File: src/rtl/hpb_cfg_decoder.sv
`default_nettype none
// ============================================================================
// Module   : hpb_cfg_decoder
// Brief    : Decodes the core-clock host configuration stream into strategy
//            rule-table writes, a global strategy enable and command/error
//            counters. Multi-beat command FSM with table backpressure and a
//            bulk table clear.
// Revision : 1.0 - initial release
// ============================================================================
module hpb_cfg_decoder #(
  parameter int CFG_W     = 64,
  parameter int NUM_RULES = 16,
  parameter int IDX_W     = $clog2(NUM_RULES)
) (
  input  logic             clk,
  input  logic             reset,
  input  logic             in_config_valid,
  input  logic [CFG_W-1:0] in_config_data,
  output logic             in_config_accept,
  output logic             rule_wr_en,
  input  logic             rule_wr_ready,
  output logic [IDX_W-1:0] rule_wr_idx,
  output logic [63:0]      rule_wr_symbol,
  output logic [31:0]      rule_wr_price,
  output logic [15:0]      rule_wr_volume,
  output logic             global_enable,
  output logic [15:0]      cmd_cnt,
  output logic [15:0]      err_cnt
);

  localparam logic [7:0]       C_OP_WRITE  = 8'h01;
  localparam logic [7:0]       C_OP_ENABLE = 8'h02;
  localparam logic [7:0]       C_OP_CLEAR  = 8'h03;
  // Header index is a full 8-bit field; compare it against the depth in 9 bits
  // so a depth of 256 still works.
  localparam logic [8:0]       C_DEPTH     = 9'(NUM_RULES);
  localparam logic [IDX_W-1:0] C_LAST_IDX  = IDX_W'(NUM_RULES - 1);

  typedef enum logic [1:0] {
    S_IDLE    = 2'd0,
    S_PAYLOAD = 2'd1,
    S_WRITE   = 2'd2,
    S_CLEAR   = 2'd3
  } state_t;

  state_t           state_q, state_d;
  logic [7:0]       hdr_idx_q, hdr_idx_d;
  logic [15:0]      hdr_vol_q, hdr_vol_d;
  logic [31:0]      hdr_price_q, hdr_price_d;
  logic [IDX_W-1:0] clr_cnt_q, clr_cnt_d;
  logic             accept_q, accept_d;
  logic             wr_en_q, wr_en_d;
  logic [IDX_W-1:0] wr_idx_q, wr_idx_d;
  logic [63:0]      wr_sym_q, wr_sym_d;
  logic [31:0]      wr_price_q, wr_price_d;
  logic [15:0]      wr_vol_q, wr_vol_d;
  logic             ge_q, ge_d;
  logic [15:0]      cmd_q, cmd_d;
  logic [15:0]      err_q, err_d;
  logic             cmd_inc;
  logic             err_inc;

  logic             w_beat;
  logic             w_hs;
  logic [7:0]       w_op;

  assign w_beat = in_config_valid && accept_q;
  assign w_hs   = wr_en_q && rule_wr_ready;
  assign w_op   = in_config_data[63:56];

  // Next-state, datapath and counter-event decode for the command FSM.
  always_comb begin
    state_d     = state_q;
    hdr_idx_d   = hdr_idx_q;
    hdr_vol_d   = hdr_vol_q;
    hdr_price_d = hdr_price_q;
    clr_cnt_d   = clr_cnt_q;
    wr_idx_d    = wr_idx_q;
    wr_sym_d    = wr_sym_q;
    wr_price_d  = wr_price_q;
    wr_vol_d    = wr_vol_q;
    ge_d        = ge_q;
    cmd_inc     = 1'b0;
    err_inc     = 1'b0;

    case (state_q)
      S_IDLE: begin
        if (w_beat) begin
          case (w_op)
            C_OP_WRITE: begin
              hdr_idx_d   = in_config_data[55:48];
              hdr_vol_d   = in_config_data[47:32];
              hdr_price_d = in_config_data[31:0];
              state_d     = S_PAYLOAD;
            end
            C_OP_ENABLE: begin
              ge_d    = in_config_data[0];
              cmd_inc = 1'b1;
            end
            C_OP_CLEAR: begin
              clr_cnt_d  = '0;
              wr_idx_d   = '0;
              wr_sym_d   = '0;
              wr_price_d = '0;
              wr_vol_d   = '0;
              state_d    = S_CLEAR;
            end
            default: err_inc = 1'b1;
          endcase
        end
      end
      S_PAYLOAD: begin
        if (w_beat) begin
          if ({1'b0, hdr_idx_q} < C_DEPTH) begin
            wr_idx_d   = hdr_idx_q[IDX_W-1:0];
            wr_sym_d   = in_config_data[63:0];
            wr_price_d = hdr_price_q;
            wr_vol_d   = hdr_vol_q;
            state_d    = S_WRITE;
          end else begin
            // Out-of-range index: payload swallowed, nothing written.
            err_inc = 1'b1;
            state_d = S_IDLE;
          end
        end
      end
      S_WRITE: begin
        if (w_hs) begin
          cmd_inc = 1'b1;
          state_d = S_IDLE;
        end
      end
      S_CLEAR: begin
        if (w_hs) begin
          if (clr_cnt_q == C_LAST_IDX) begin
            cmd_inc = 1'b1;
            state_d = S_IDLE;
          end else begin
            clr_cnt_d = clr_cnt_q + 1'b1;
            wr_idx_d  = clr_cnt_q + 1'b1;
          end
        end
      end
      default: state_d = S_IDLE;
    endcase

    // Handshake outputs are registered copies of the next state.
    accept_d = (state_d == S_IDLE) || (state_d == S_PAYLOAD);
    wr_en_d  = (state_d == S_WRITE) || (state_d == S_CLEAR);

    cmd_d = cmd_q + {15'd0, cmd_inc};
    err_d = (err_inc && (err_q != 16'hFFFF)) ? err_q + 16'd1 : err_q;
  end

  // State, datapath and counter registers; async reset abandons any command.
  always_ff @(posedge clk or posedge reset) begin
    if (reset) begin
      state_q     <= S_IDLE;
      hdr_idx_q   <= '0;
      hdr_vol_q   <= '0;
      hdr_price_q <= '0;
      clr_cnt_q   <= '0;
      accept_q    <= 1'b0;
      wr_en_q     <= 1'b0;
      wr_idx_q    <= '0;
      wr_sym_q    <= '0;
      wr_price_q  <= '0;
      wr_vol_q    <= '0;
      ge_q        <= 1'b0;
      cmd_q       <= '0;
      err_q       <= '0;
    end else begin
      state_q     <= state_d;
      hdr_idx_q   <= hdr_idx_d;
      hdr_vol_q   <= hdr_vol_d;
      hdr_price_q <= hdr_price_d;
      clr_cnt_q   <= clr_cnt_d;
      accept_q    <= accept_d;
      wr_en_q     <= wr_en_d;
      wr_idx_q    <= wr_idx_d;
      wr_sym_q    <= wr_sym_d;
      wr_price_q  <= wr_price_d;
      wr_vol_q    <= wr_vol_d;
      ge_q        <= ge_d;
      cmd_q       <= cmd_d;
      err_q       <= err_d;
    end
  end

  assign in_config_accept = accept_q;
  assign rule_wr_en       = wr_en_q;
  assign rule_wr_idx      = wr_idx_q;
  assign rule_wr_symbol   = wr_sym_q;
  assign rule_wr_price    = wr_price_q;
  assign rule_wr_volume   = wr_vol_q;
  assign global_enable    = ge_q;
  assign cmd_cnt          = cmd_q;
  assign err_cnt          = err_q;

endmodule
`default_nettype wire

File: config.mk
export PLATFORM = sky130hd
export DESIGN_NAME = hpb_cfg_decoder
export DESIGN_NICKNAME = d
export VERILOG_FILES = /design/src/rtl/hpb_cfg_decoder.sv
export SDC_FILE = /design/constraint.sdc
export NUM_CORES = 1
export LEC_CHECK = 0
export ABC_AREA = 1
export CORE_UTILIZATION = 25
export CTS_CLUSTER_DIAMETER = 100
export DETAILED_ROUTE_END_ITERATION = 6
export DONT_BUFFER_PORTS = 1
export SLEW_MARGIN = 5
export SYNTH_ARGS = -nofsm -noshare
export SYNTH_HDL_FRONTEND = slang
export SYNTH_SLANG_ARGS = --single-unit
File: constraint.sdc
create_clock -name clk -period 10.7 [get_ports clk]
set_clock_uncertainty 0.1 [all_clocks]
set_input_delay 2.14 -clock clk [delete_from_list [all_inputs] [get_ports clk]]
set_output_delay 2.14 -clock clk [all_outputs]
set_load 0.05 [all_outputs]
Yosys cells after proc, flatten, opt, wreduce, memory -nomap -nowiden
Cells that the tools add are included.

Word-level logic and storage cells: 93. Flip-flop bits (word level): 213.

$lt $le $gt $ge: 1. Reduce and logical (&&, ||, !) cells: 16. Eq/ne operators: 17. Add/subtract/negate cells: 3. Mux-type cells: 42.

Operator list (number): two-way mux 64 bit (4); two-way mux 32 bit (4); one-hot mux 64 bit (2 select lines) (1); two-way mux 16 bit (4); one-hot mux 32 bit (2 select lines) (1); one-hot mux 16 bit (2 select lines) (1); two-way mux 4 bit (6); adder 16 x 1 -> 16 bit (1); adder 16 x 1 -> 16 bit, second input constant (1); == test 8 x 2 -> 1 bit, second input constant (2); inequality test 16 bit, second input constant (1); two-way mux 2 bit (6); one-hot mux 4 bit (3 select lines) (1); inequality test 2 bit, second input constant (5); AND reduction 5 bit (2); two-way mux 1 bit (9); == test 2 bit, second input constant (4); == test 8 x 1 -> 1 bit, second input constant (1); < comparator 8 x 5 -> 1 bit, second input constant (1); one-hot mux 2 bit (4 select lines) (1); one-hot mux 4 bit (2 select lines) (1); AND reduction 7 bit (1); AND reduction 3 bit (2); adder 4 x 1 -> 4 bit, second input constant (1); other kinds (12) (18).

Logic depth before layout (Yosys ltp)
Gate-level depths: netlist of the first run.

Depth after elaboration: 6. Mapped depth: 13.

Worst setup path before layout of the first run
OpenSTA, ideal clock, no wires.

Path kind: in2reg. Start point: input port in_config_data[61]. End point: register cmd_q[12], in the netlist cmd_cnt[12]. Setup time: 0.082 ns. Required time: 10.518 ns. Data arrival time: 3.863 ns. Path slack: 6.655 ns. Stages on the path: 13. Cells stage by stage: inv_1 nand2_1 nor2_1 nand4_1 nand3b_1 nand2_1 ha_1 ha_1 nand3_1 nor2_1 nand2_1 nor3_1 xor2_1.

Cells in the longest elaborated chain, start to end: 5.

RTL lines: start: declaration (line 18) `input logic [CFG_W-1:0] in_config_data,`; == test 8 x 2 -> 1 bit (line 89) `case (w_op)`; two-way mux 1 bit (line 89); two-way mux 1 bit (line 88) `if (w_beat) begin`; one-hot mux 1 bit (3 select lines) (line 86) `case (state_q)`; adder 16 x 1 -> 16 bit (line 151) `cmd_d = cmd_q + {15'd0, cmd_inc};`; named net cmd_d[12] (line 58) `logic [15:0] cmd_q, cmd_d;`; end signal: assignment (line 185) `cmd_q <= cmd_d;`; end: declaration (line 58).

The timed path passes the listed nets, and every way through them passes these cells. A chain may end at the register's enable or synchronous reset.

Worst setup path after layout of the first run
Ends and elaborated chain as after synthesis.

==> qor.csv, run 1 <==
metric,value,unit
outcome,"finished, final reports clean",
startpoint types,primary input,
Tcrit/Tclk final,0.379,
syn_nets,1118,
sequential area share after synthesis,0.594,
drc violations,0,
hold crit path type,flop to flop,
Die X,191,um
P_leak,5.46,nW
Setup WS pre-CTS,6.10,ns
Top Family by Delay on Critical Path,simple AND/OR/NAND/NOR gates,
maximum root-to-sink buffer count,3,
crit-path most repeated cell,nand2_1,
"Core Util, Final",0.290,
Min Hold Slack,0.366,ns
postcts setup bufs,0,
GRT Overall Usage,0.134,
count of hold-fix buffers inserted at cts,0,
Final Power,0.00191,W
setup TNS,0,ns
most frequent cells in the layout,"560 x nand2_1, 213 x dfrtp_1, 83 x nand3_1, 32 x nor2_1, 25 x clkbuf_16",
area taken by multi-input logic gates,3250,um^2
global route total overflow,0,
core area,34900,um^2
worst vdd ir,0.147,mV
Iter 0 DRT Violations,243,
H-tree depth,1,
via count,6672,
Crit-path slowest cell,nor2_1,
Post-Syn Area,8970,um^2
Final ANT Viol Nets,0,
CP Cell Sequence,inv_1 -> nand2_1 -> nor2_1 -> nand4_1 -> nand3b_1 -> nand2_1 -> ha_1 -> ha_1 -> nand3_1 -> nor2_1 -> nand2_1 -> nor3_1 -> xor2_1,
"Arr. time, crit path",4.40,ns
Ant. Diodes,0,
Switch Pwr,0.000572,W
CTS tree,yes,
DP HPWL,15900,um
"most common cell after layout, fill and taps aside",nand2_1,
drt pass-1 iters,4,
CTS resizes,0,
final net count,1104,
Clk pwr share,0.424,
Die Height,191,um
drt wl/cell,16.2,um
post-synthesis cell type count,28,
Crit Path Category,primary input to flop,
net switching share of the total power,0.300,
crit end category,flop,
RSZ-0062 raised after global routing,no,
worst relative slew slack,0.255,
layout cell share with drive strength beyond 1,0.0611,
Cell Rows,68,
area delta synth->final,12.7,%
first-pass GRT wire length,38500,um
I/O pins,219,
vias in the first global route,6860,
"critical path fanouts, max",4,
internal power,0.00134,W
port bufs,0,
Sequential Power Share,0.492,
Num CTS Buffers,25,
actual slew at the worst max-slew pin,1.12,ns
Final Hold Vio Count,0,
Die Area,36600,um^2
"Setup violations, final",0,
DR vias/cell,4.44,
Fill cells,3775,
initial antenna violation count,0,
critical path required time,11.05,ns
GPL Wtd Cong,0.812,
max frequency,247,MHz
Root Buffer,clkbuf_16,
Initial Util,0.257,
min Tclk post-route,4.05,ns
Setup WS post-layout,6.65,ns
#FFs+latches synth,213,
"Clk Latency, worst-skew pair",0.52,ns
"Reg clk slew, reported paths",0.06,ns
fin. max-slew vios,0,
pwr dens,189,nW/um^2
synth warn,0,
critical path's largest stage delay,0.27,ns
CP Buf/Inv Count,1,
Avg Inst Size Synth,8.57,um^2
Post-Route WL,24300,um
combinational power share,0.083,
CTS sink cnt,213,
sequential cell area,5330,um^2
largest net degree at the start of global routing,101,
Cells after Synth,1046,
Max-Cap Viols,0,
==> layer usage <==
metal | routed length (um) | vias to the layer above | part of all wire | track usage
met5 | 0 | - | 0 | 0
met4 | 622 | 0 | 0.026 | 0.0385
met3 | 2380 | 34 | 0.098 | 0.0470
met2 | 11200 | 224 | 0.46 | 0.216
met1 | 10200 | 3162 | 0.42 | 0.167
li1 | - | 3252 | - | -
==> sequential cells by signal, summed over array words and instances, names as in the netlist <==
signal            flops
rule_wr_price        32
rule_wr_symbol       64
state_q               2
hdr_vol_q            16
clr_cnt_q             4
rule_wr_volume       16
hdr_price_q          32
hdr_idx_q             8
cmd_cnt              16
global_enable         1
rule_wr_idx           4
in_config_accept      1
rule_wr_en            1
err_cnt              16
==> cell usage after synthesis (all sizes together) <==
library cell | number | area share
a21oi | 4 | 0.0027
buf | 36 | 0.029
clkbuf | 12 | 0.0050
clkinv | 1 | 0.00042
dfrtp | 213 | 0.59
ha | 4 | 0.0056
inv | 28 | 0.012
nand2 | 562 | 0.24
nand3 | 85 | 0.049
nand3b | 3 | 0.0025
nand4 | 25 | 0.018
nor2 | 35 | 0.015
nor3 | 8 | 0.0057
o2111ai | 1 | 0.0017
o21ai | 9 | 0.0050
or2 | 1 | 0.00070
xnor2 | 6 | 0.0059
xor2 | 13 | 0.013
==> path summary, 6_finish.rpt <==
| check | startpoint | endpoint | slack, ns | depth (start not counted) |
|---|---|---|---|---|
| worst max-delay path | in_config_data[61] | cmd_cnt[12] | 6.65 | 13 |
| worst min-delay path | hdr_price_q[22] | hdr_price_q[22] | 0.37 | 2 |
| worst max register to register | state_q[0] | rule_wr_price[12] | 7.63 | 7 |
| worst min register to register | hdr_price_q[22] | hdr_price_q[22] | 0.37 | 2 |
| max in group asynchronous | reset | rule_wr_symbol[51] | 7.73 | 2 |
| min in group asynchronous | reset | cmd_cnt[3] | 1.48 | 1 |
==> tightest hold or removal path, stage by stage (launching register included) <==
cell,delay (ns)
dfrtp_1,0.33
nand2_1,0.05
nand2_1,0.05
==> power groups by stage <==
stage	Sequential (W)	Combinational [W]	Clock, W
3_3_place_gp	0.000953	0.000160	0
5_1_grt	0.000945	0.000183	0.000875
6_report	0.000940	0.000159	0.000811
3_5_place_dp	0.000955	0.000163	0
2_1_floorplan	0.000938	0.000132	0
4_1_cts	0.000940	0.000164	0.000847
==> area by class of cell <==
| type | count | area share |
|---|---|---|
| tap | 455 | 0.0564 |
| sequential | 213 | 0.528 |
| multi-input combinational | 756 | 0.322 |
| timing repair buffer | 7 | 0.00520 |
| clock buffer | 34 | 0.0712 |
| inverter | 29 | 0.0115 |
| clock inverter | 9 | 0.00619 |
==> cell families after synthesis <==
kind of cell               share of synthesized area
and+or+nand+nor                                0.326
DFF                                            0.594
buffers and inverters                         0.0458
xor gates and xnor gates                      0.0186
AOI/OAI and AO/OA                            0.00935
adders and majority gates                    0.00558
==> stage by stage <==
stage                     instances  cell area [um^2]
after floorplan                1046              8970
after global placement         1460              9320
after detailed placement       1460              9320
after CTS                      1503             10100
after global routing           1503             10100
final                          1503             10100
Note: power is estimated with default switching activity, not from simulation.
==> inputs of run 2 (changes only) <==
==> constraint.sdc (replaced) <==
create_clock -name clk -period 4.14 [get_ports clk]
set_clock_uncertainty 0.1 [all_clocks]
set_input_delay 0.828 -clock clk [delete_from_list [all_inputs] [get_ports clk]]
set_output_delay 0.828 -clock clk [all_outputs]
set_load 0.05 [all_outputs]
==> qor.csv, run 2 (synthesis results as in run 1) <==
metric,value,unit,change
Tcrit/Tclk final,0.696,,
Max-Cap Viols,0,,unchanged
area delta synth->final,14.1,%,
most frequent cells in the layout,"560 x nand2_1, 213 x dfrtp_1, 83 x nand3_1, 32 x nor2_1, 25 x clkbuf_16",,
count of hold-fix buffers inserted at cts,0,,unchanged
fin. max-slew vios,0,,unchanged
Post-Route WL,24000,um,-1.2%
CTS sink cnt,213,,unchanged
"Reg clk slew, reported paths",0.06,ns,about the same
DP HPWL,15900,um,-0.14%
"critical path fanouts, max",4,,unchanged
Initial Util,0.257,,unchanged
drt pass-1 iters,4,,unchanged
Largest register FFs,64,,unchanged
crit end category,flop,,
vias in the first global route,6563,,-4.3%
GRT Overall Usage,0.131,,-0.00279
Crit Path Category,flop to flop,,
Clk pwr share,0.443,,+0.019
reg2reg end,cmd_cnt[12],,
H-tree depth,1,,unchanged
"Clk Latency, worst-skew pair",0.52,ns,about the same
max frequency,347,MHz,
min Tclk post-route,2.88,ns,
global route total overflow,0,,unchanged
largest net degree at the start of global routing,160,,+58%
Final Hold Vio Count,0,,unchanged
Critical R2R Launch,in_config_accept,,
worst relative slew slack,0.351,,+0.0962
critical path required time,4.48,ns,-6.57 ns
Switch Pwr,0.00148,W,+160%
Root Buffer,clkbuf_16,,
P_leak,5.53,nW,+1.3%
worst vdd ir,0.308,mV,+110%
combinational power share,0.084,,about the same
CTS tree,yes,,
port bufs,0,,unchanged
first-pass GRT wire length,37600,um,-2.3%
final net count,1108,,+0.36%
Die Area,36600,um^2,unchanged
actual slew at the worst max-slew pin,0.973,ns,-0.144 ns
setup TNS,0,ns,unchanged
Cell Rows,68,,unchanged
startpoint types,flop,,
Iter 0 DRT Violations,228,,-6.2%
CTS resizes,0,,unchanged
Num CTS Buffers,25,,unchanged
layout cell share with drive strength beyond 1,0.0646,,+0.00357
internal power,0.00365,W,+170%
DR vias/cell,4.48,,+0.89%
Final ANT Viol Nets,0,,unchanged
Die Height,191,um,unchanged
drc violations,0,,unchanged
Die X,191,um,unchanged
via count,6749,,+1.2%
Fill cells,3723,,-1.4%
outcome,"finished, final reports clean",,
RSZ-0062 raised after global routing,no,,
"most common cell after layout, fill and taps aside",nand2_1,,
Sequential Power Share,0.473,,-0.019
r2r setup slk,1.26,ns,-6.37 ns
maximum root-to-sink buffer count,3,,unchanged
drt wl/cell,15.9,um,-1.5%
net switching share of the total power,0.288,,-0.0113
GPL Wtd Cong,0.801,,-1.4%
initial antenna violation count,1,,+1
Ant. Diodes,0,,unchanged
hold crit path type,primary input to async pin,,
Final Power,0.00513,W,+170%
core area,34900,um^2,unchanged
I/O pins,219,,unchanged
"Setup violations, final",0,,unchanged
worst reg-to-reg path cell count,11,,+4
pwr dens,502,nW/um^2,+170%
"Arr. time, crit path",3.22,ns,-1.18 ns
postcts setup bufs,0,,unchanged
==> run 2: changes by cell type in the layout (fill, tap and decap cells not counted) <==
| cell | delta |
|---|---|
| buf_12 | +3 |
| buf_4 | +1 |
| clkinv_4 | +4 |
| clkinv_2 | +2 |
| inv_8 | -1 |
| clkbuf_8 | -4 |
| bufinv_16 | +4 |
| clkinvlp_4 | -3 |
| inv_6 | -2 |
==> run 2: power by group through the flow <==
stage	registers (W)	logic [W]	clock network [W]
after floorplan	0.00242	0.000341	0
after global routing	0.00244	0.000494	0.00243
after global placement	0.00246	0.000443	0
final	0.00243	0.000432	0.00227
after detailed placement	0.00246	0.000444	0
after CTS	0.00243	0.000445	0.00235
==> run 2: final cells by class <==
class | instances | area, um^2 | area share
tap | 455 | 569 | 0.0557
sequential | 213 | 5330 | 0.521
inverter | 29 | 113 | 0.0110
clock inverter | 13 | 180 | 0.0176
multi-input combinational | 756 | 3250 | 0.318
clock buffer | 30 | 664 | 0.0650
timing repair buffer | 11 | 120 | 0.0117
==> run 2: how the worst max path moves through the flow <==
stage,from,end,slack [ns],cells past startpoint
2_1_floorplan,reset,clr_cnt_q[0],0.44,1
3_3_place_gp,in_config_data[61],cmd_cnt[12],0.97,13
3_5_place_dp,in_config_data[61],cmd_cnt[12],0.91,13
4_1_cts,in_config_accept,cmd_cnt[12],1.21,11
5_1_grt,in_config_accept,cmd_cnt[12],0.96,11
6_report,in_config_accept,cmd_cnt[12],1.26,11
==> run 2: worst max-delay path, cell delays in order, from the launching register on <==
cell      delay, ns
dfrtp_1        0.68
nand2_1        0.17
nor2_2         0.25
nand3b_1       0.14
nand2_1        0.20
ha_1           0.22
ha_1           0.19
nand3_1        0.12
nor2_1         0.24
nand2_1        0.14
nor3_1         0.21
xor2_1         0.16
==> run 2: per-stage QoR <==
step                hold slack [ns]  utilization  instances  area, um^2  setup WS, ns
floorplan                     0.342            -       1046        8970         0.442
global placement              0.353        0.269       1464        9380         0.970
detailed placement            0.359        0.269       1464        9380         0.909
CTS                           0.292        0.293       1507       10200          1.21
global route                  0.298        0.293       1507       10200         0.964
finish                        0.260        0.293       1507       10200          1.26
==> run 2: layer usage <==
metal	vias up	global-route usage	routed length, um
met1	3221	0.162	10200
met5	-	0	13
li1	3272	-	-
met3	37	0.0505	2480
met4	2	0.0400	510
met2	217	0.208	10800
==> inputs of run 3 (changes only) <==
==> constraint.sdc (replaced) <==
create_clock -name clk -period 3.02 [get_ports clk]
set_clock_uncertainty 0.1 [all_clocks]
set_input_delay 0.604 -clock clk [delete_from_list [all_inputs] [get_ports clk]]
set_output_delay 0.604 -clock clk [all_outputs]
set_load 0.05 [all_outputs]
==> qor.csv, run 3 (synthesis results as in run 1) <==
metric,value,unit,change
count of hold-fix buffers inserted at cts,1,,+1
fin. max-slew vios,0,,unchanged
Die X,191,um,unchanged
GPL Wtd Cong,0.866,,+8.1%
hold path depth,2,,
Final ANT Viol Nets,0,,unchanged
Hold EP,rule_wr_symbol[10],,
Die Area,36600,um^2,unchanged
initial antenna violation count,0,,-1
Min Hold Slack,0.0729,ns,-0.187 ns
metal2 WL,11100,um,+2.8%
worst reg-to-reg path cell count,12,,+1
startpoint types,flop,,
min Tclk post-route,2.57,ns,-0.314 ns
final net count,1127,,+1.7%
global route total overflow,0,,unchanged
pwr dens,695,nW/um^2,+38%
Ant. Diodes,0,,unchanged
Crit-path slowest cell,dfrtp_1,,
Num CTS Buffers,26,,+4.0%
Critical R2R Launch,clr_cnt_q[0],,
largest net degree at the start of global routing,90,,-44%
drt wl/cell,16.1,um,+1.2%
Iter 0 DRT Violations,283,,+24%
RSZ-0062 raised after global routing,no,,
M1 wire length,10800,um,+5.6%
r2r setup slk,0.45,ns,-0.81 ns
GRT Overall Usage,0.133,,+0.00202
Die Height,191,um,unchanged
CTS sink cnt,213,,unchanged
port bufs,0,,unchanged
"most common cell after layout, fill and taps aside",nand2_1,,
area taken by multi-input logic gates,3250,um^2,unchanged
Root Buffer,clkbuf_16,,
critical path required time,3.39,ns,-1.09 ns
wire length on met3,2250,um,-9.4%
Crit Path Category,flop to flop,,
drc violations,0,,unchanged
P_leak,5.66,nW,+2.4%
worst relative slew slack,0.549,,+0.198
drt pass-1 iters,5,,+1
vias in the first global route,6814,,+3.8%
worst vdd ir,0.424,mV,+38%
Fill cells,3692,,-0.83%
Cell Rows,68,,unchanged
DP HPWL,16700,um,+5.2%
hold crit path type,primary input to flop,,
most frequent cells in the layout,"560 x nand2_1, 213 x dfrtp_1, 83 x nand3_1, 32 x nor2_1, 26 x clkbuf_16",,
DP Area,9560,um^2,+1.9%
core area,34900,um^2,unchanged
"critical path fanouts, max",4,,unchanged
"Clk Latency, worst-skew pair",0.54,ns,+0.02 ns
Final Hold Vio Count,0,,unchanged
actual slew at the worst max-slew pin,0.673,ns,-0.300 ns
H-tree depth,1,,unchanged
top layer in use,met4,,
maximum root-to-sink buffer count,3,,unchanged
outcome,"finished, final reports clean",,
I/O pins,219,,unchanged
reg2reg end,cmd_cnt[12],,
area delta synth->final,17.0,%,
"Reg clk slew, reported paths",0.06,ns,about the same
"Setup violations, final",0,,unchanged
Max-Cap Viols,0,,unchanged
sequential cell area,5330,um^2,unchanged
max frequency,390,MHz,+12%
CTS resizes,0,,unchanged
layout cell share with drive strength beyond 1,0.0847,,+0.0200
Largest register FFs,64,,unchanged
Initial Util,0.257,,unchanged
"Arr. time, crit path",2.93,ns,-0.29 ns
Final Cell Area,10500,um^2,+2.5%
DR vias/cell,4.48,,about the same
Tcrit/Tclk final,0.850,,+0.154
crit end category,flop,,
CTS tree,yes,,
CP Cell Sequence,ha_1 -> nand2_1 -> nor2_1 -> o21ai_0 -> nand2_1 -> ha_1 -> ha_1 -> nand3_1 -> nor2_1 -> nand2_1 -> nor3_1 -> xor2_1,,
min-delay src,in_config_data[10],,
first-pass GRT wire length,38000,um,+0.99%
Post-Route WL,24700,um,+2.8%
via count,6850,,+1.5%
critical path's largest stage delay,0.38,ns,-0.30 ns
postcts setup bufs,0,,unchanged
run 3: layout make-up:
cell class	instances	share of cell area
clock buffers	34	0.0706
clock inverters	14	0.0168
inverters	29	0.0107
multi-input cells	756	0.310
flip-flops and latches	213	0.508
well taps	455	0.0543
repair buffers	29	0.0293
run 3: routing by layer:
layer | GRT usage | vias to the layer above
li1 | - | 3307
met1 | 0.166 | 3279
met2 | 0.214 | 229
met3 | 0.0481 | 35
met4 | 0.0379 | 0
met5 | 0 | -
run 3: worst max-delay path: cells and delay by family, from the launching register on:
kind,cells,cell delay [ns]
fa+ha+maj,3,0.59
xor+xnor,1,0.18
flops,1,0.38
compound gates,1,0.15
simple gates,7,1.11
run 3: how the worst max path moves through the flow:
stage                  startpoint           end  slack (ns)  cells after the start
2_1_floorplan               reset  clr_cnt_q[0]       -0.45                      1
3_3_place_gp   in_config_data[61]   cmd_cnt[12]        0.19                     13
3_5_place_dp   in_config_data[61]   cmd_cnt[12]        0.10                     13
4_1_cts              clr_cnt_q[0]   cmd_cnt[12]        0.39                     12
5_1_grt              clr_cnt_q[0]   cmd_cnt[12]        0.18                     12
6_report             clr_cnt_q[0]   cmd_cnt[12]        0.45                     12
run 3: power breakdown:
group	internal (W)	total [W]	switching, W	leakage (nW)
registers	0.00296	0.00312	0.000156	2.95
clock network	0.00200	0.00329	0.00129	0.449
logic	0.000205	0.000882	0.000677	2.27
total	0.00516	0.00729	0.00212	5.66
run 3: metrics by stage:
stage / std cells / setup TNS [ns] / util / power, W / setup WS (ns)
floorplan: 1046 / -96.74 / - / 0.00379 / -0.454
global placement: 1481 / 0 / 0.274 / 0.00405 / 0.193
detailed placement: 1481 / 0 / 0.274 / 0.00407 / 0.101
CTS: 1530 / 0 / 0.301 / 0.00743 / 0.394
global route: 1530 / 0 / 0.301 / 0.00762 / 0.180
finish: 1530 / 0 / 0.301 / 0.00729 / 0.453
==> RTL edit, RTL diff (flow settings as in run 1) <==
Reset style: synchronous (`reset`), changed in one clocked block. Comments in the files are not updated.
--- a/src/rtl/hpb_cfg_decoder.sv
+++ b/src/rtl/hpb_cfg_decoder.sv
@@ -154,5 +154,5 @@
 
   // State, datapath and counter registers; async reset abandons any command.
-  always_ff @(posedge clk or posedge reset) begin
+  always_ff @(posedge clk) begin
     if (reset) begin
       state_q     <= S_IDLE;
Formal check against the unedited RTL: differs if reset is asserted again (counterexample within 4 cycles, from zero or initial values and one cycle with reset high); with reset held inactive, the same outputs for 4 cycles.
==> RTL edit against run 1 <==
  * Synthesized area grew 14%
  * Worst setup slack lost 0.92 ns
  * Sequential cell count shrank 1
  * Synthesized cell count grew 51%
  * Global-route usage grew 0.14 points
  * First-iteration DRC count grew 75%
  * Fmax shrank 18%
  * Final area grew 13%
  * Wire length grew 17%
Power is not compared: it rests on default switching activity, and its combinational part moved more than twofold at a synthesized area within 25%.
==> RTL edit: results (changes against run 1) <==
| Metric | Value |
|---|---|
| Clock root buffer master | clkbuf_16 |
| Leak Pwr | 5.386 nW |
| Net Count, Synth | 1,662 (+49%) |
| Worst r2r path cells | 11 (+4) |
| Crit path DAT | 5.31 ns (+0.91 ns) |
| Top cells by area, synth | dfxtp_1 (42%), inv_1 (14%), nand2_1 (14%), nor2_1 (6.0%), a21oi_1 (4.4%) |
| Filler Cells Inserted | 4,382 (+16%) |
| # H-tree levels | 1 (unchanged) |
| Layout Cells excl Fill | 2,085 (+39%) |
| CP top delay family | buffers and inverters |
| Met2 Use GR | 22.92% (+1.3 points) |
| Largest net degree at the start of global routing | 104 (+3.0%) |
| Critical-path top delay cell | buf_4 |
| Share of cells above drive strength 1 | 4.236% (-1.9 points) |
| Initial DRC Count | 425 (+75%) |
| Syn_area_per_cell | 6.437 um2 (-25%) |
| Top FF cell, synth | dfxtp_1 |
| Clock slew at reported path FFs | 0.06 ns (about the same) |
| Placement Setup Slack | 5.608 ns (-0.4931 ns) |
| Clock buffer depth | 3 (unchanged) |
| CTS Buf Count | 27 (+8.0%) |
| GR Util met1 | 16.13% (-0.54 points) |
| Placed wire-length estimate | 18.93 mm (+19%) |
| DRT Wirelength | 28.56 mm (+17%) |
| Worst vdd ir | 0.1065 mV |
| Post-synthesis async set-or-reset flop share | 0% (-100 points) |
| Dpl cells | 2,035 (+39%) |
| Number of global-route vias before repair | 8,410 (+23%) |
| Status | finished clean |
| Final GP Congestion | 0.8294 (+2.1%) |
| Share of the yosys chip area belonging to registers | 41.62% (-18 points) |
| Commonest cells in the netlist | inv_1 (381), nand2_1 (376), dfxtp_1 (212), nor2_1 (163), a21oi_1 (90) |
| Initial DRT Pass Iterations | 5 (+1) |
| First-pass GRT wire length | 45.19 mm (+17%) |
| Maximum fanout along the worst path | 103 (+99) |
| GRT Overall Usage | 13.49% (+0.14 points) |
| Synth cell types | 33 (+18%) |
| Hold path depth | 2 (unchanged) |
| Initial antenna violation count | 2 (+2) |
| Worst Tran Pin Value | 1.047 ns (-0.07083 ns) |
| Worst-Skew Late Latency | 0.56 ns (+0.04 ns) |
| GR Layer Usage met3 | 4.512% (-0.19 points) |
| Via/cell ratio | 4.269 (-3.8%) |
| NumNets Final | 1,617 (+46%) |
| Slowest stage delay, CP | 0.85 ns (+0.58 ns) |
RTL edit: path summary, 6_finish.rpt:
path                        end  slack [ns]       startpoint
max reg2reg  rule_wr_symbol[15]        5.73       rule_wr_en
min reg2reg     hdr_price_q[12]        0.36  hdr_price_q[12]
min             hdr_price_q[12]        0.36  hdr_price_q[12]
max          rule_wr_symbol[15]        5.73       rule_wr_en
RTL edit: layer usage:
metal / vias up / part of all wire (%)
li1: 4634 / -
met1: 4012 / 44
met2: 216 / 45
met3: 39 / 8.4
met4: 0 / 2.2
met5: - / 0
RTL edit: cells by family after synthesis:
family,synth area share (%)
simple gates,26.98
buf+inv,18.39
compound gates,11.08
flops,41.62
fa+ha+maj,1.227
xor+xnor,0.6872
RTL edit: power by group:
group | switching [mW] | internal, mW
clock | 0.364 | 0.546
combinational | 0.0275 | 0.0105
sequential | 0.00925 | 0.792
RTL edit: area by class of cell:
class | instances | area [um2] | area share, %
antenna | 2 | 5.005 | 0.04398
clock buffer | 36 | 719.4 | 6.321
clock inverter | 12 | 156.4 | 1.374
inverter | 383 | 1440 | 12.65
multi-input combinational | 907 | 4099 | 36.02
sequential | 212 | 4244 | 37.29
tap | 525 | 656.9 | 5.772
timing repair buffer | 8 | 60.06 | 0.5277
RTL edit: worst reg2reg max path, cell delays in order (launching register included):
cell and delay, ns:
dfxtp_1 0.80, inv_1 0.25, ha_4 0.40, buf_4 0.43, nand3_1 0.30, o21ai_1 0.15, nand3_4 0.44, buf_4 0.69
buf_4 0.89, nand2_1 0.25, inv_1 0.09, nor2_1 0.05
RTL edit: stage by stage:
step                instance area, um2  hold slack, ns
floorplan                        10200          0.3247
global placement                 10500          0.3424
detailed placement               10500          0.3483
CTS                              11380          0.3567
global route                     11380          0.3713
finish                           11380          0.3604
